**config.mk**
```make
export PLATFORM = sky130hd
export DESIGN_NAME = cflog_writer_flat
export DESIGN_NICKNAME = d
export VERILOG_FILES = /design/src/rtl/cflog_writer_if.sv /design/src/rtl/cflog_writer.sv /design/src/flat_wrapper.sv
export SDC_FILE = /design/constraint.sdc
export NUM_CORES = 1
export LEC_CHECK = 0
export CORE_ASPECT_RATIO = 0.6
export CORE_UTILIZATION = 49
export CTS_CLUSTER_DIAMETER = 80
export DETAILED_ROUTE_END_ITERATION = 8
export PLACE_DENSITY = 0.82
export SLEW_MARGIN = 10
export SYNTH_ARGS = -nofsm -noshare
export SYNTH_HDL_FRONTEND = slang
export SYNTH_SLANG_ARGS = --single-unit
```
**constraint.sdc**
```tcl
create_clock -name clk -period 2.1 [get_ports clk]
set_input_delay 0.42 -clock clk [delete_from_list [all_inputs] [get_ports clk]]
set_output_delay 0.42 -clock clk [all_outputs]
set_load 0.1 [all_outputs]
```
**src/rtl/cflog_writer_if.sv**
```systemverilog
// ----------------------------------------------------------------------------
// cflog_writer_if
//   Bundles the branch-monitor/TCB facing signals and the CFLog RAM write port
//   of cflog_writer.
//
//   master : the environment side (branch monitor, TCB, RAM); drives pc,
//            branch_detect and log_clr, observes the write port and status.
//   slave  : the cflog_writer side.
//
//   pc            16  current CPU program counter
//   branch_detect  1  one-cycle strobe from the branch monitor
//   log_clr        1  synchronous pulse: CFLog flushed, restart at word 0
//   log_wr_en      1  write strobe to the CFLog RAM
//   log_wr_addr   16  word address of the write
//   log_wr_data   16  word being written
//   log_ptr       16  words written since the last clear
//   log_full       1  no room left for a pair
//   branch_lost    1  sticky: a branch was dropped
// ----------------------------------------------------------------------------
interface cflog_writer_if;
    logic [15:0] pc;
    logic        branch_detect;
    logic        log_clr;
    logic        log_wr_en;
    logic [15:0] log_wr_addr;
    logic [15:0] log_wr_data;
    logic [15:0] log_ptr;
    logic        log_full;
    logic        branch_lost;

    modport master (
        output pc,
        output branch_detect,
        output log_clr,
        input  log_wr_en,
        input  log_wr_addr,
        input  log_wr_data,
        input  log_ptr,
        input  log_full,
        input  branch_lost
    );

    modport slave (
        input  pc,
        input  branch_detect,
        input  log_clr,
        output log_wr_en,
        output log_wr_addr,
        output log_wr_data,
        output log_ptr,
        output log_full,
        output branch_lost
    );
endinterface

```
**src/rtl/cflog_writer.sv**
```systemverilog
// ----------------------------------------------------------------------------
// cflog_writer
//   Captures (source, destination) PC pairs on each branch_detect strobe and
//   writes them, one 16-bit word per cycle, into the CFLog region. Maintains
//   the log pointer, the log_full flag used to trigger the flush NMI, and a
//   sticky branch_lost flag for branches dropped while busy or full.
//
// Parameters
//   LOG_SIZE  CFLog capacity in 16-bit words (even, >= 4)
//   LOG_BASE  word offset added to the pointer to form the write address
//
// Ports
//   clk    system clock
//   rst_n  asynchronous active-low reset
//   bus    cflog_writer_if.slave: pc, branch_detect, log_clr in;
//          log_wr_en/addr/data, log_ptr, log_full, branch_lost out
//
// Configuration
//   CFLOG_LOOP_COMPRESS_EN  when defined, a pair identical to the last one
//                           written is counted instead of written; the count
//                           is flushed as a run record {16'h0000, run_cnt}
//                           ahead of the next differing pair, or as soon as
//                           it saturates at 16'hFFFF.
// ----------------------------------------------------------------------------
module cflog_writer #(
    parameter logic [15:0] LOG_SIZE = 16'h0040,
    parameter logic [15:0] LOG_BASE = 16'h0000
) (
    input logic           clk,
    input logic           rst_n,
    cflog_writer_if.slave bus
);

`ifdef CFLOG_LOOP_COMPRESS_EN
    typedef enum logic [2:0] {
        StIdle,
        StWaitDst,
        StWrSrc,
        StWrDst,
        StWrRun0,
        StWrRun1
    } state_t;
`else
    typedef enum logic [1:0] {
        StIdle,
        StWaitDst,
        StWrSrc,
        StWrDst
    } state_t;
`endif

    state_t      r_state;
    state_t      w_state_nxt;
    logic [15:0] r_src;
    logic [15:0] r_dst;
    logic [15:0] r_ptr;
    logic        r_lost;

    logic        w_full;
    logic        w_room;
    logic        w_accept;
    logic        w_lost_set;
    logic        w_cap_dst;
    logic        w_wr_en;
    logic [15:0] w_wr_data;

`ifdef CFLOG_LOOP_COMPRESS_EN
    logic [15:0] r_run_cnt;
    logic [15:0] r_last_src;
    logic [15:0] r_last_dst;
    logic        w_repeat;
    logic        w_run_inc;
`endif

    // Full means fewer than two free words remain.
    assign w_full = (r_ptr > (LOG_SIZE - 16'd2));

`ifdef CFLOG_LOOP_COMPRESS_EN
    // A pending run record must fit together with the next pair, since the
    // pair may turn out to differ from the last one.
    assign w_room   = (r_run_cnt != 16'd0) ? (r_ptr <= (LOG_SIZE - 16'd4)) : !w_full;
    // A zero last_src never matches: address 0 is not a valid source PC.
    assign w_repeat = (r_src == r_last_src) && (bus.pc == r_last_dst);
`else
    assign w_room = !w_full;
`endif

    assign w_accept   = bus.branch_detect && !bus.log_clr && (r_state == StIdle) && w_room;
    assign w_lost_set = bus.branch_detect && !bus.log_clr && !((r_state == StIdle) && w_room);

    always_comb begin
        w_state_nxt = r_state;
        w_wr_en     = 1'b0;
        w_wr_data   = 16'd0;
        w_cap_dst   = 1'b0;
`ifdef CFLOG_LOOP_COMPRESS_EN
        w_run_inc   = 1'b0;
`endif
        unique case (r_state)
            StIdle: begin
                if (w_accept) begin
                    w_state_nxt = StWaitDst;
                end
            end
            StWaitDst: begin
                // PC holds its value through multi-cycle instructions.
                if (bus.pc != r_src) begin
                    w_cap_dst = 1'b1;
`ifdef CFLOG_LOOP_COMPRESS_EN
                    if (w_repeat) begin
                        w_run_inc   = 1'b1;
                        w_state_nxt = (r_run_cnt == 16'hFFFE) ? StWrRun0 : StIdle;
                    end else if (r_run_cnt != 16'd0) begin
                        w_state_nxt = StWrRun0;
                    end else begin
                        w_state_nxt = StWrSrc;
                    end
`else
                    w_state_nxt = StWrSrc;
`endif
                end
            end
            StWrSrc: begin
                w_wr_en     = 1'b1;
                w_wr_data   = r_src;
                w_state_nxt = StWrDst;
            end
            StWrDst: begin
                w_wr_en     = 1'b1;
                w_wr_data   = r_dst;
                w_state_nxt = StIdle;
            end
`ifdef CFLOG_LOOP_COMPRESS_EN
            StWrRun0: begin
                w_wr_en     = 1'b1;
                w_wr_data   = 16'h0000;
                w_state_nxt = StWrRun1;
            end
            StWrRun1: begin
                w_wr_en     = 1'b1;
                w_wr_data   = r_run_cnt;
                // A saturated run is flushed on its own, with no pair behind it.
                w_state_nxt = (r_run_cnt == 16'hFFFF) ? StIdle : StWrSrc;
            end
`endif
            default: begin
                w_state_nxt = StIdle;
            end
        endcase

        // Clear wins over everything, including a write already in progress.
        if (bus.log_clr) begin
            w_state_nxt = StIdle;
            w_wr_en     = 1'b0;
            w_wr_data   = 16'd0;
            w_cap_dst   = 1'b0;
`ifdef CFLOG_LOOP_COMPRESS_EN
            w_run_inc   = 1'b0;
`endif
        end
    end

    always_ff @(posedge clk or negedge rst_n) begin
        if (!rst_n) begin
            r_state    <= StIdle;
            r_src      <= 16'd0;
            r_dst      <= 16'd0;
            r_ptr      <= 16'd0;
            r_lost     <= 1'b0;
`ifdef CFLOG_LOOP_COMPRESS_EN
            r_run_cnt  <= 16'd0;
            r_last_src <= 16'd0;
            r_last_dst <= 16'd0;
`endif
        end else begin
            r_state <= w_state_nxt;
            if (bus.log_clr) begin
                r_ptr      <= 16'd0;
                r_lost     <= 1'b0;
`ifdef CFLOG_LOOP_COMPRESS_EN
                r_run_cnt  <= 16'd0;
                r_last_src <= 16'd0;
                r_last_dst <= 16'd0;
`endif
            end else begin
                if (w_accept) begin
                    r_src <= bus.pc;
                end
                if (w_cap_dst) begin
                    r_dst <= bus.pc;
                end
                if (w_wr_en) begin
                    r_ptr <= r_ptr + 16'd1;
                end
                if (w_lost_set) begin
                    r_lost <= 1'b1;
                end
`ifdef CFLOG_LOOP_COMPRESS_EN
                if (w_run_inc) begin
                    r_run_cnt <= r_run_cnt + 16'd1;
                end else if (r_state == StWrRun1) begin
                    r_run_cnt <= 16'd0;
                end
                if (r_state == StWrDst) begin
                    r_last_src <= r_src;
                    r_last_dst <= r_dst;
                end
`endif
            end
        end
    end

    // Address and data are held at 0 when not writing so reset leaves every
    // output at 0 regardless of LOG_BASE.
    assign bus.log_wr_en   = w_wr_en;
    assign bus.log_wr_addr = w_wr_en ? (LOG_BASE + r_ptr) : 16'd0;
    assign bus.log_wr_data = w_wr_data;
    assign bus.log_ptr     = r_ptr;
    assign bus.log_full    = w_full;
    assign bus.branch_lost = r_lost;

endmodule

```
**src/flat_wrapper.sv**
```systemverilog
// flat-port wrapper written by rule: the top's interface ports become plain ports
module cflog_writer_flat 
#(
    parameter logic [15:0] LOG_SIZE = 16'h0040,
    parameter logic [15:0] LOG_BASE = 16'h0000
)
  (clk, rst_n, bus_pc, bus_branch_detect, bus_log_clr, bus_log_wr_en, bus_log_wr_addr, bus_log_wr_data, bus_log_ptr, bus_log_full, bus_branch_lost);
  cflog_writer_if bus_i ();
  input logic clk;
  input logic rst_n;
  input wire logic [$bits(bus_i.pc)-1:0] bus_pc;
  input wire logic [$bits(bus_i.branch_detect)-1:0] bus_branch_detect;
  input wire logic [$bits(bus_i.log_clr)-1:0] bus_log_clr;
  output wire logic [$bits(bus_i.log_wr_en)-1:0] bus_log_wr_en;
  output wire logic [$bits(bus_i.log_wr_addr)-1:0] bus_log_wr_addr;
  output wire logic [$bits(bus_i.log_wr_data)-1:0] bus_log_wr_data;
  output wire logic [$bits(bus_i.log_ptr)-1:0] bus_log_ptr;
  output wire logic [$bits(bus_i.log_full)-1:0] bus_log_full;
  output wire logic [$bits(bus_i.branch_lost)-1:0] bus_branch_lost;
  assign bus_i.pc = bus_pc;
  assign bus_i.branch_detect = bus_branch_detect;
  assign bus_i.log_clr = bus_log_clr;
  assign bus_log_wr_en = bus_i.log_wr_en;
  assign bus_log_wr_addr = bus_i.log_wr_addr;
  assign bus_log_wr_data = bus_i.log_wr_data;
  assign bus_log_ptr = bus_i.log_ptr;
  assign bus_log_full = bus_i.log_full;
  assign bus_branch_lost = bus_i.branch_lost;
  cflog_writer #(.LOG_SIZE(LOG_SIZE), .LOG_BASE(LOG_BASE)) u_core (.clk(clk), .rst_n(rst_n), .bus(bus_i));
endmodule
```
* After elaboration in Yosys (flattened, before gate mapping) *
Cells that the tools add are included.
Widths: inputs -> output; s select.

storage, ports and cells
  bits in registers = 51
  output and inout port bits = 51
  logic and storage cells = 45

cells by class
  $add $sub $neg = 1
  order comparisons = 1
  eq/ne operators = 6
  mux-type cells = 16
  bitwise gates (word level) = 1
  reductions and logical operators = 15

operators with widths
  cell                   count
  $mux 16                4
  $pmux 16 s2            1
  $add 16x1->16 const B  1
  $gt 16x6->1 const B    1
  $ne 16x16->1           1
  $pmux 2 s4             1
  $mux 1                 7
  $mux 2                 3
  $ne 3x2->1 const B     2
  $reduce_and 2->1       3
  $logic_and 1x1->1      5
  $eq 2x2->1 const B     2
  $reduce_bool 2->1      2
  $logic_not 1->1        3
  $eq 2x1->1 const B     1
  $logic_not 2->1        1
  $reduce_or 2->1        1
  $not 1->1              1

* Logic depth before layout (Yosys ltp) *
Gate-level depths: netlist of the first run.

  depth in word-level cells = 7
  gate-level depth with buffers = 7
  mapped depth without buffers = 7

* Least setup slack after synthesis of the first run *
No wires, ideal clock.

  kind = reg2out
  start point = reg u_core.r_ptr[0] (netlist: u_core.bus.log_ptr[0])
  end point = out bus_log_wr_addr[0]
  data arrival time = 3263 ps
  slack = -1583 ps
  cell stages (with the launch flop) = 3
  buffers on the path = 0
  cells stage by stage = dfrtp_1 > inv_1 > nor3_1

between the ends
  longest elaborated chain between the ends = 1

RTL lines
  what                    RTL line             source
  from (decl)             cflog_writer.sv:56   logic [15:0] r_ptr;
  from (signal assigned)  cflog_writer.sv:193  r_ptr <= r_ptr + 16'd1;
  $mux 16                 cflog_writer.sv:216  assign bus.log_wr_addr = w_wr_en ? (LOG_BASE + r_ptr) : 16'd0;
  to (decl)               flat_wrapper.sv:15   output wire logic [$bits(bus_i.log_wr_addr)-1:0] bus_log_wr_addr;

No other way between the ends.

* Worst setup path in the final report of the first run *
  start point = reg u_core.r_ptr[14] (netlist: u_core.bus.log_ptr[14])
  end point = out bus_log_full

between the ends
  longest elaborated chain between the ends = 1

RTL lines
  what         RTL line            source
  $gt 16x6->1  cflog_writer.sv:76  assign w_full = (r_ptr > (LOG_SIZE - 16'd2));
  to (decl)    flat_wrapper.sv:18  output wire logic [$bits(bus_i.log_full)-1:0] bus_log_full;

No other way between the ends.

==> results of run 1 <==
[how the worst max path moves through the flow]
stage / from / endpoint / slack (ns) / cells after the start
global route: u_core.bus.log_ptr[14]$_DFFE_PN0P_ / bus_log_full / -0.19 / 5
detailed placement: bus_pc[3] / u_core.r_dst[5]$_DFFE_PN0P_ / -0.55 / 6
floorplan: bus_log_clr / bus_log_wr_data[0] / -0.15 / 3
finish: u_core.bus.log_ptr[14]$_DFFE_PN0P_ / bus_log_full / -0.12 / 5
CTS: u_core.bus.log_ptr[13]$_DFFE_PN0P_ / bus_log_full / -0.06 / 5
global placement: bus_pc[2] / u_core.r_dst[3]$_DFFE_PN0P_ / -0.48 / 6
[synth_stat cells, types with 2 or more instances]
master / number / area share, %
dfrtp_1: 51 / 45
nor2_1: 33 / 4.4
xnor2_1: 21 / 6.5
mux2_4: 20 / 11
a22oi_1: 16 / 4.2
and2_1: 13 / 2.9
inv_1: 9 / 1.2
nor3_1: 7 / 1.2
xor2_1: 7 / 2.2
ha_1: 6 / 2.7
mux2_1: 6 / 2.4
mux2_2: 6 / 2.4
nand2_1: 6 / 0.79
nand3_1: 6 / 1.1
nand4_1: 6 / 1.3
a21oi_1: 5 / 0.88
clkbuf_1: 5 / 0.66
or3_1: 4 / 0.88
buf_1: 3 / 0.40
nor4_1: 3 / 0.66
o21ai_0: 3 / 0.53
buf_6: 2 / 0.79
nor2b_1: 2 / 0.44
o211ai_1: 2 / 0.53
[layout by cell type (no fill, tap or decap), types with 7 or more instances in the layout]
cell             netlist  routed
buf_4                  0      54
nor2_4                 0      14
xor2_1                 7       7
a22oi_2                0      16
xnor2_1               21      19
nor2_1                33      15
clkdlybuf4s50_1        0      13
and2_4                 0      13
buf_12                 0      41
dfrtp_2                0      11
dfrtp_1               51      34
mux2_4                20      20
inv_1                  9       7
[what timing repair did]
action | in CTS | in global routing
pin swaps | 14 | 15
cloned | 0 | 3
buffers inserted | 10 | 11
setup endpoints to repair | 50 | 57
gates resized for setup | 39 | 14
[flip-flops by register name, indices dropped and copies added (netlist names)]
name	count
u_core.r_dst	16
u_core.r_state	2
u_core.bus.branch_lost	1
u_core.r_src	16
u_core.bus.log_ptr	16
[routing by layer]
layer	part of all wire, %	up-vias	track usage, %
li1	-	1122	-
met1	41	1387	43.3
met2	46	178	49.0
met3	8.2	52	7.14
met4	4.6	0	10.1
met5	0	-	0
[final cells by class]
cell class	count	area, µm²
clock buffer	6	72.6
clock inverter	2	37.5
fill	227	662
inverter	9	37.5
multi-input combinational	185	1830
sequential	51	1310
tap	80	100
timing repair buffer	119	1510
[cells by family after synthesis]
group,share of synthesized area (%)
simple gates,16.2
fa+ha+maj,2.65
buf+inv,3.75
compound gates,8.35
xor+xnor,8.66
flops,45.1
mux,15.4
[power by group through the flow]
stage | logic, mW | clock network, mW | registers, mW
floorplan | 1.74 | 0 | 1.75
global placement | 2.50 | 0 | 1.63
detailed placement | 2.58 | 0 | 1.66
CTS | 2.80 | 0.697 | 1.71
global route | 3.25 | 0.742 | 1.80
finish | 3.15 | 0.711 | 1.78
[critical path, stage by stage, from the launching register on]
cell and delay [ns]:
dfrtp_4 0.52, nor4_4 0.32, nand3_2 0.15, nor2_4 0.16, clkinvlp_4 0.14, buf_12 0.18
[stage by stage]
step           hold slack, ns  cell area, µm²
2_1_floorplan           0.124            3070
3_3_place_gp            0.431            4310
3_5_place_dp            0.430            4310
4_1_cts                0.0879            4680
5_1_grt                 0.131            4910
6_report                0.101            4910
==> run summary, run 1 <==
RUN STATUS
------------------------------------------------------------------------------------------------------
Result of the run                                                                         complete, but fails checks
Failing checks                                                                            negative setup slack

POWER AND IR DROP
------------------------------------------------------------------------------------------------------
Combinational fraction of design power                                                           55.8%
Internal power component                                                                       3.15 mW
Sequential cell fraction of total power                                                          31.6%
Total power of the final layout                                                                5.64 mW
Worst IR Drop VDD                                                                             0.917 mV
Power per Cell Area                                                                        1150 mW/mm²
Sw Share                                                                                         44.1%
Share of total power in the clock network                                                        12.6%
LEAKAGE                                                                                        2.06 nW
Net switching component of the power                                                           2.49 mW

GLOBAL ROUTING
------------------------------------------------------------------------------------------------------
Pin count of the biggest net entering global routing                                                42
Number of antenna violations at the first check in global routing                                    0
Leftover overflow at the end of global routing                                                       0
First-pass GRT wire length                                                                     14.0 mm
Vias in the first global route                                                                    2546
Overall Global Routing Usage                                                                     31.1%

CLOCK NETWORK
------------------------------------------------------------------------------------------------------
Root buffer cell                                                                              clkbuf_8
Worst-skew pair later-pin latency                                                              0.32 ns
Post-cts hold buffer count                                                                           0
TritonCTS Buffers                                                                                    5
Clock transition at the register clock pins on the worst setup and hold paths after CTS        0.11 ns
H-tree Lvls                                                                                          2
CTS Buffer Depth                                                                                     2
TritonCTS sink count                                                                                51
Clock tree from TritonCTS                                                                          yes

ROUTING
------------------------------------------------------------------------------------------------------
Wire length after detailed routing                                                             10.8 mm
Final routed wire length divided by cell count                                                 23.9 µm
Number of vias per cell after detailed routing                                                    6.06
Routed Antenna Nets                                                                                  0
Total number of vias                                                                              2739
Remaining routing DRC violations                                                                     0
First-pass detailed-route iteration total                                                            5
Number of DRC markers in iteration 0                                                               260

FINISH
------------------------------------------------------------------------------------------------------
Final antenna diode count                                                                            0
Util after Layout                                                                                88.1%
Fraction of layout instances using a drive strength above 1                                      59.9%
Final non-filler cell total                                                                        452
Number of nets in the final layout                                                                 397
Layout area overhead                                                                             73.3%

SETUP PATH
------------------------------------------------------------------------------------------------------
Arr. time, crit path                                                                           1.80 ns
Endpoint kind of the worst setup timing path                                               output port
Endpoint required time on the critical path                                                    1.68 ns
Worst r2r path cells                                                                                 9
Kind of critical path                                                                     register to output port
Reg-to-Reg End                                                                            u_core.bus.log_ptr[15]$_DFFE_PN0P_
Reg2reg setup slack                                                                           -0.07 ns
Largest driver fanout on the critical path                                                           2
Sort of element at the start of the critical path                                             register
Critical R2R Launch                                                                       u_core.r_state[0]$_DFFE_PN0P_

YOSYS
------------------------------------------------------------------------------------------------------
Synthesis-stage register bit count                                                                  51
Synthesized net count                                                                              283
Mean instance size in the synthesized netlist                                                 11.0 µm²
Netlist Area Pre-Place                                                                     0.00283 mm²
Sequential share of the synthesized area                                                         45.1%
Post-synth EDFFs                                                                                     0
Gate count of the mapped netlist                                                                   257
Count of synthesis-stage warnings from yosys                                                         0
Synth Flop Type                                                                                dfrtp_1
Distinct cells, synth                                                                               39
Fraction of synthesis flops using an asynchronous set or reset pin                                100%

PLACE
------------------------------------------------------------------------------------------------------
Final weighted congestion in routability-driven placement                                        0.802
Post-detail-place hpwl                                                                         5.59 mm
Pre-CTS WS                                                                                   -0.549 ns
Placed cell count                                                                                  422
Port Buffer Count                                                                                   70

TIMING
------------------------------------------------------------------------------------------------------
Skew final                                                                                   0.0238 ns
Share of the clock period used by the worst path after layout                                     105%
Final count of negative-setup-slack endpoints                                                       48
Max Clock Freq                                                                                 451 MHz
Slack of the critical path                                                                   -0.115 ns
Setup repair after global routing missed its margin                                                yes
Slew margin rel.                                                                                 58.4%
Min Clock Period, post-route                                                                   2.22 ns
Final Hold Viols                                                                                     0
Transition time of the tightest slew-check pin                                                0.623 ns
Number of slew-limit violations in the final report                                                  0
Setup_tns                                                                                     -2.28 ns

DIE
------------------------------------------------------------------------------------------------------
Initial cell density of the core                                                                 50.9%
Die extent in x                                                                                 100 µm
Boundary Pins                                                                                       71
Std-Cell Core Area                                                                         0.00557 mm²
Die ar.                                                                                    0.00610 mm²
Number of placement rows                                                                            21
Height of the die                                                                              60.9 µm

MIN PATH
------------------------------------------------------------------------------------------------------
Worst min-delay path category                                                             input pin to asynchronous set/reset pin

JOB
------------------------------------------------------------------------------------------------------
Max Cap Violations                                                                                   0

(Power assumes the default switching activity.)
==> inputs of run 2 (changes only) <==
--- a/config.mk
+++ b/config.mk
@@ -6,10 +6,10 @@
 export NUM_CORES = 1
 export LEC_CHECK = 0
 export CORE_ASPECT_RATIO = 0.6
-export CORE_UTILIZATION = 49
-export CTS_CLUSTER_DIAMETER = 80
+export CORE_UTILIZATION = 50
 export DETAILED_ROUTE_END_ITERATION = 8
-export PLACE_DENSITY = 0.82
+export DONT_BUFFER_PORTS = 1
+export PLACE_DENSITY = 0.67
 export SLEW_MARGIN = 10
 export SYNTH_ARGS = -nofsm -noshare
 export SYNTH_HDL_FRONTEND = slang
==> run 2 against run 1 <==
  * The flow still finishes with violations (negative setup slack)
  * Via count shrank 22%
  * First-iteration DRC count fell by 53%
  * Critical path depth unchanged
  * Worst setup slack gained 0.085 ns
  * Routed wire length is 36% lower
  * Sequential power fell by 3%
  * Die area fell by 1.9%
  * Clock power is 12% lower
  * Sequential share of layout area is 4.8 points higher
  * Largest cell class unchanged
  * Highest routed layer unchanged
==> run summary, run 2 (synthesis results as in run 1) <==
DIE
------------------------------------------------------------------------------------------------------
Initial cell density of the core                                                                 53.9%   was 50.9%
Die extent in x                                                                                99.2 µm   was 100 µm
Die ar.                                                                                    0.00598 mm²   was 0.00610 mm²
Boundary Pins                                                                                       71   unchanged
Number of placement rows                                                                            20   was 21
Std-Cell Core Area                                                                         0.00526 mm²   was 0.00557 mm²
Height of the die                                                                              60.3 µm   was 60.9 µm

TIMING
------------------------------------------------------------------------------------------------------
Final count of negative-setup-slack endpoints                                                       10   was 48
Skew final                                                                                   0.0128 ns   was 0.0238 ns
Share of the clock period used by the worst path after layout                                     101%   was 105%
Slew margin rel.                                                                                 76.0%   was 58.4%
Transition time of the tightest slew-check pin                                                0.359 ns   was 0.623 ns
Setup repair after global routing missed its margin                                                yes   unchanged
Min Clock Period, post-route                                                                   2.13 ns   was 2.22 ns
Max Clock Freq                                                                                 469 MHz   was 451 MHz
Slack of the critical path                                                                  -0.0300 ns   was -0.115 ns
Setup_tns                                                                                   -0.0862 ns   was -2.28 ns
Final Hold Viols                                                                                     0   unchanged
Number of slew-limit violations in the final report                                                  0   unchanged

MIN PATH
------------------------------------------------------------------------------------------------------
Hold_sp                                                                                    bus_log_clr
Worst min-delay path category                                                             input pin to register   was input pin to asynchronous set/reset pin

SETUP PATH
------------------------------------------------------------------------------------------------------
Sort of element at the start of the critical path                                             register   unchanged
Arr. time, crit path                                                                           1.71 ns   was 1.80 ns
Largest driver fanout on the critical path                                                           2   unchanged
Reg2reg setup slack                                                                            0.05 ns   was -0.07 ns
Kind of critical path                                                                     register to output port   unchanged
Endpoint kind of the worst setup timing path                                               output port   unchanged
Endpoint required time on the critical path                                                    1.68 ns   about the same
Critical path startpoint                                                                  u_core.bus.log_ptr[13]$_DFFE_PN0P_   was u_core.bus.log_ptr[14]$_DFFE_PN0P_
Critical R2R Launch                                                                       u_core.bus.log_ptr[13]$_DFFE_PN0P_   was u_core.r_state[0]$_DFFE_PN0P_

ROUTING
------------------------------------------------------------------------------------------------------
First-pass detailed-route iteration total                                                            4   was 5
Number of DRC markers in iteration 0                                                               123   was 260
Wire length after detailed routing                                                             6.88 mm   was 10.8 mm
Final routed wire length divided by cell count                                                 18.0 µm   was 23.9 µm
Routed Antenna Nets                                                                                  0   unchanged
Total number of vias                                                                              2150   was 2739
Number of vias per cell after detailed routing                                                    5.63   was 6.06
Remaining routing DRC violations                                                                     0   unchanged

PLACE
------------------------------------------------------------------------------------------------------
Final weighted congestion in routability-driven placement                                        0.811   was 0.802
Placed instance area                                                                       0.00381 mm²   was 0.00431 mm²
Placed cell count                                                                                  364   was 422
Post-detail-place hpwl                                                                         4.77 mm   was 5.59 mm
Port Buffer Count                                                                                    0   was 70

CLOCK NETWORK
------------------------------------------------------------------------------------------------------
Worst-skew pair later-pin latency                                                              0.31 ns   was 0.32 ns
TritonCTS sink count                                                                                51   unchanged
Clock transition at the register clock pins on the worst setup and hold paths after CTS        0.10 ns   was 0.11 ns
TritonCTS Buffers                                                                                    5   unchanged
CTS Buffer Depth                                                                                     2   unchanged
H-tree Lvls                                                                                          2   unchanged
Root buffer cell                                                                              clkbuf_8   unchanged
Clock tree from TritonCTS                                                                          yes   unchanged

GLOBAL ROUTING
------------------------------------------------------------------------------------------------------
Vias in the first global route                                                                    2126   was 2546
Pin count of the biggest net entering global routing                                                52   was 42
Number of antenna violations at the first check in global routing                                    0   unchanged
Overall Global Routing Usage                                                                     24.6%   was 31.1%
Leftover overflow at the end of global routing                                                       0   unchanged
First-pass GRT wire length                                                                     11.1 mm   was 14.0 mm

FINISH
------------------------------------------------------------------------------------------------------
Commonest cells after routing, fill and taps aside                                        33 x dfrtp_1, 30 x buf_4, 28 x buf_12   was 54 x buf_4, 41 x buf_12, 34 x dfrtp_1
Fraction of layout instances using a drive strength above 1                                      56.3%   was 59.9%
Final antenna diode count                                                                            0   unchanged
Number of nets in the final layout                                                                 341   was 397
Layout area overhead                                                                             47.2%   was 73.3%
Final non-filler cell total                                                                        382   was 452
Most common library cell in the layout ignoring fill and taps                                  dfrtp_1   was buf_4
Final design area excluding fillers                                                        0.00417 mm²   was 0.00491 mm²

POWER AND IR DROP
------------------------------------------------------------------------------------------------------
Worst IR Drop VDD                                                                             0.721 mV   was 0.917 mV
LEAKAGE                                                                                        1.69 nW   was 2.06 nW
Total power of the final layout                                                                5.04 mW   was 5.64 mW
Power per Cell Area                                                                        1210 mW/mm²   was 1150 mW/mm²

RUN STATUS
------------------------------------------------------------------------------------------------------
Failing checks                                                                            negative setup slack   unchanged
Result of the run                                                                         complete, but fails checks   unchanged

JOB
------------------------------------------------------------------------------------------------------
Max Cap Violations                                                                                   0   unchanged

[run 2: changes by cell type in the layout (fill, tap and decap cells not counted), sizes merged]
cell / delta
buf: -37
clkdlybuf4s50: -13
dlymetal6s2s: -4
clkbuf: -3
bufinv: -1
clkinv: +1
dlygate4sd3: +1
[run 2: per-stage QoR]
step,util (%),worst slack (ns),hold slack (ns)
after detailed placement,72.5,0.145,0.126
after global placement,72.5,0.209,0.126
after CTS,78.3,-0.0414,0.158
after floorplan,-,-0.150,0.124
after global routing,79.4,-0.0809,0.152
final,79.4,-0.0300,0.165
[run 2: layout make-up]
cell class / count / area, µm²
Clock buffer: 6 / 82.6
Sequential cell: 51 / 1310
Multi-Input combinational cell: 185 / 1780
Fill cell: 308 / 1080
Timing Repair Buffer: 63 / 857
Clock inverter: 2 / 16.3
Inverter: 9 / 37.5
Tap cell: 66 / 82.6
[run 2: power breakdown]
group	switching [mW]	internal [mW]
Combinational	1.45	1.25
Sequential	0.366	1.35
Clock	0.353	0.270
[run 2: per-layer routing]
layer | vias up | share of wire, % | GRT usage (%)
li1 | 1007 | - | -
met1 | 1076 | 49 | 36.1
met2 | 62 | 45 | 38.5
met3 | 5 | 5.2 | 5.15
met4 | 0 | 0.73 | 5.04
met5 | - | 0 | 0
[run 2: worst paths after layout]
path	end	cells past startpoint
setup reg to reg	u_core.r_src[0]$_DFFE_PN0P_	8
hold reg to reg	u_core.r_dst[1]$_DFFE_PN0P_	1
hold / removal	u_core.bus.log_ptr[0]$_DFFE_PN0P_	1
setup / recovery	bus_log_full	5
max in group asynchronous	u_core.r_state[0]$_DFFE_PN0P_	2
min in group asynchronous	u_core.r_src[4]$_DFFE_PN0P_	2
[run 2: what timing repair did]
item	CTS	global route
gates cloned	0	0
pin swaps	6	8
buffers inserted	7	2
endpoints found under the setup margin	34	29
endpoints found under the hold margin	51	0
hold buffers	2	0
resized for setup	26	11
[run 2: critical path: stages (launching register included)]
cell and delay, ns:
dfrtp_4 0.50, nor4_4 0.31, nand3_2 0.17, nor2_4 0.15, clkinvlp_4 0.11, buf_12 0.17
==> inputs of run 3 (changes only) <==
--- a/config.mk
+++ b/config.mk
@@ -6,10 +6,10 @@
 export NUM_CORES = 1
 export LEC_CHECK = 0
 export CORE_ASPECT_RATIO = 0.6
-export CORE_UTILIZATION = 50
+export CORE_UTILIZATION = 40
 export DETAILED_ROUTE_END_ITERATION = 8
 export DONT_BUFFER_PORTS = 1
-export PLACE_DENSITY = 0.67
+export PLACE_DENSITY = 0.56
 export SLEW_MARGIN = 10
 export SYNTH_ARGS = -nofsm -noshare
 export SYNTH_HDL_FRONTEND = slang
==> run 3 against run 2 <==
  * Power up 8.8%
  * Die area increased by 24%
  * Hold slack better by 0.022 ns
  * Largest power group unchanged
  * First-iteration DRC count decreased by 37%
  * Global-route usage down 5.1 points
  * Fmax is 1.9% lower
  * Critical path depth grew 3
  * Utilization shrank 15 points
  * The run still ends with negative setup slack left
  * Final cell count increased by 8.1%
==> run summary, run 3 (synthesis results as in run 1) <==
TIMING
------------------------------------------------------------------------------------------------------
Min Clock Period, post-route                                                                   2.17 ns   was 2.13 ns
Slack of the critical path                                                                  -0.0703 ns   was -0.0300 ns
Final Hold Viols                                                                                     0   unchanged
Final Hold Slack                                                                              0.187 ns   was 0.165 ns
Final count of negative-setup-slack endpoints                                                       13   was 10
Share of the clock period used by the worst path after layout                                     103%   was 101%
Setup_tns                                                                                    -0.339 ns   was -0.0862 ns
Slew margin rel.                                                                                 57.9%   was 76.0%
Max Clock Freq                                                                                 461 MHz   was 469 MHz
Skew final                                                                                  0.00930 ns   was 0.0128 ns
Number of slew-limit violations in the final report                                                  0   unchanged
Setup repair after global routing missed its margin                                                yes   unchanged
Transition time of the tightest slew-check pin                                                0.629 ns   was 0.359 ns

POWER AND IR DROP
------------------------------------------------------------------------------------------------------
Internal power component                                                                       3.30 mW   was 2.87 mW
Power per Cell Area                                                                        1270 mW/mm²   was 1210 mW/mm²
Share of total power in the clock network                                                        17.5%   was 12.3%
Net switching component of the power                                                           2.19 mW   was 2.17 mW
Worst IR Drop VDD                                                                             0.678 mV   was 0.721 mV
Combinational fraction of design power                                                           52.3%   was 53.6%
Sequential cell fraction of total power                                                          30.1%   was 34.1%
Sw Share                                                                                         39.9%   was 43.0%
LEAKAGE                                                                                        1.78 nW   was 1.69 nW

CLOCK NETWORK
------------------------------------------------------------------------------------------------------
Clock tree from TritonCTS                                                                          yes   unchanged
TritonCTS sink count                                                                                51   unchanged
Clock transition at the register clock pins on the worst setup and hold paths after CTS        0.07 ns   was 0.10 ns
TritonCTS Buffers                                                                                    5   unchanged
H-tree Lvls                                                                                          2   unchanged
CTS Buffer Depth                                                                                     2   unchanged
Worst-skew pair later-pin latency                                                              0.29 ns   was 0.31 ns
Root buffer cell                                                                             clkbuf_16   was clkbuf_8

DIE
------------------------------------------------------------------------------------------------------
Std-Cell Core Area                                                                         0.00676 mm²   was 0.00526 mm²
Height of the die                                                                              67.2 µm   was 60.3 µm
Initial cell density of the core                                                                 41.9%   was 53.9%
Die extent in x                                                                                 111 µm   was 99.2 µm
Boundary Pins                                                                                       71   unchanged
Number of placement rows                                                                            23   was 20
Die ar.                                                                                    0.00743 mm²   was 0.00598 mm²

SETUP PATH
------------------------------------------------------------------------------------------------------
Critical path cell sequence                                                               buf_6 > ha_4 > buf_6 > nor2_4 > nor2_4 > buf_12 > and2_4 > buf_12   was nor4_4 > nand3_2 > nor2_4 > clkinvlp_4 > buf_12
Critical path buffers and inverters                                                                  4   was 2
Largest driver fanout on the critical path                                                          14   was 2
Endpoint kind of the worst setup timing path                                               output port   unchanged
Sort of element at the start of the critical path                                             register   unchanged
Kind of critical path                                                                     register to output port   unchanged
Endpoint required time on the critical path                                                    1.68 ns   about the same
CP max stage cell                                                                              dfrtp_1   was dfrtp_4
Family with the most delay on the worst path                                              buffers and inverters   was simple AND/OR/NAND/NOR gates
Delay of the slowest cell on the worst path                                                    0.39 ns   was 0.50 ns
Arr. time, crit path                                                                           1.75 ns   was 1.71 ns

GLOBAL ROUTING
------------------------------------------------------------------------------------------------------
Overall Global Routing Usage                                                                     19.6%   was 24.6%
Vias in the first global route                                                                    2145   was 2126
Pin count of the biggest net entering global routing                                                52   unchanged
Leftover overflow at the end of global routing                                                       0   unchanged
First-pass GRT wire length                                                                     11.3 mm   was 11.1 mm
Number of antenna violations at the first check in global routing                                    0   unchanged

FINISH
------------------------------------------------------------------------------------------------------
Most common library cell in the layout ignoring fill and taps                                    buf_4   was dfrtp_1
Number of nets in the final layout                                                                 351   was 341
Number of fill cells in the layout                                                                 516   was 308
Final design area excluding fillers                                                        0.00433 mm²   was 0.00417 mm²
Commonest cells after routing, fill and taps aside                                        41 x buf_4, 34 x dfrtp_1, 27 x buf_12   was 33 x dfrtp_1, 30 x buf_4, 28 x buf_12
Fraction of layout instances using a drive strength above 1                                      56.4%   was 56.3%
Final antenna diode count                                                                            0   unchanged
Layout area overhead                                                                             52.7%   was 47.2%

ROUTING
------------------------------------------------------------------------------------------------------
Routed length on met2                                                                          3.01 mm   was 3.11 mm
Top routing layer in use                                                                          met4   unchanged
Wire length after detailed routing                                                             7.07 mm   was 6.88 mm
Routed Antenna Nets                                                                                  0   unchanged
First-pass detailed-route iteration total                                                            4   unchanged
Routed wire length on met3                                                                      305 µm   was 360 µm
Final routed wire length divided by cell count                                                 17.1 µm   was 18.0 µm
Remaining routing DRC violations                                                                     0   unchanged
Number of vias per cell after detailed routing                                                    5.23   was 5.63
Number of DRC markers in iteration 0                                                                77   was 123
Total number of vias                                                                              2161   was 2150
Met1 Wirelength                                                                                3.72 mm   was 3.36 mm

RUN STATUS
------------------------------------------------------------------------------------------------------
Result of the run                                                                         complete, but fails checks   unchanged
Failing checks                                                                            negative setup slack   unchanged

PLACE
------------------------------------------------------------------------------------------------------
Placed instance area                                                                       0.00391 mm²   was 0.00381 mm²
Final weighted congestion in routability-driven placement                                        0.773   was 0.811
Pre-CTS WS                                                                                  -0.0735 ns   was 0.145 ns
Port Buffer Count                                                                                    0   unchanged
Post-detail-place hpwl                                                                         4.83 mm   was 4.77 mm

JOB
------------------------------------------------------------------------------------------------------
Max Cap Violations                                                                                   0   unchanged

MIN PATH
------------------------------------------------------------------------------------------------------
Worst min-delay path category                                                             input pin to register   unchanged

==> run 3: cell count changes in the layout (fill, tap and decap cells not counted), sizes merged <==
cell      before  now
clkinvlp       2    1
buf           62   72
bufinv         0    1
==> run 3: metrics by stage <==
stage	utilization (%)	total power, mW	std cells
2_1_floorplan	-	3.49	257
3_3_place_gp	57.8	4.23	398
3_5_place_dp	57.8	4.27	398
4_1_cts	63.6	5.45	412
5_1_grt	64.0	5.73	413
6_report	64.0	5.49	413
==> run 3: what timing repair did <==
| item | 4_1_cts | 5_1_grt |
|---|---|---|
| gates resized for setup | 28 | 5 |
| pin swaps | 6 | 7 |
| endpoints found under the setup margin | 50 | 34 |
| hold endpoints to repair | 51 | 0 |
| hold buffers | 2 | 0 |
| setup buffers | 6 | 2 |
| cloned | 0 | 0 |
==> run 3: final cells by class <==
cell class / instances / area (µm²) / area share [%]
Inverter: 9 / 37.5 / 0.868
Clock inverter: 2 / 35.0 / 0.810
Tap cell: 87 / 109 / 2.52
Clock buffer: 6 / 139 / 3.21
Timing Repair Buffer: 73 / 920 / 21.3
Sequential cell: 51 / 1310 / 30.3
Multi-Input combinational cell: 185 / 1770 / 41.0
==> run 3: worst paths after layout <==
path	from	slack (ns)	cells after the start	endpoint
max	u_core.r_state[1]$_DFFE_PN0P_	-0.07	8	bus_log_wr_addr[15]
min	bus_log_clr	0.19	1	u_core.bus.log_ptr[5]$_DFFE_PN0P_
max reg2reg	u_core.bus.log_ptr[0]$_DFFE_PN0P_	0.11	8	u_core.r_src[6]$_DFFE_PN0P_
min reg2reg	u_core.r_dst[2]$_DFFE_PN0P_	0.50	1	u_core.r_dst[2]$_DFFE_PN0P_
max in group asynchronous	rst_n	1.16	2	u_core.bus.log_ptr[14]$_DFFE_PN0P_
min in group asynchronous	rst_n	0.66	2	u_core.bus.log_ptr[0]$_DFFE_PN0P_
==> run 3: metal layers <==
layer	track usage, %	vias to the layer above
met2	28.8	43
met3	4.76	4
li1	-	1027
met1	29.3	1087
met5	0	-
met4	3.50	0
==> run 3: power by group through the flow <==
stage | clock, mW | combinational [mW] | sequential [mW]
floorplan | 0 | 1.74 | 1.75
global placement | 0 | 2.62 | 1.61
detailed placement | 0 | 2.66 | 1.61
CTS | 0.974 | 2.84 | 1.64
global route | 1.00 | 3.03 | 1.70
finish | 0.963 | 2.87 | 1.65
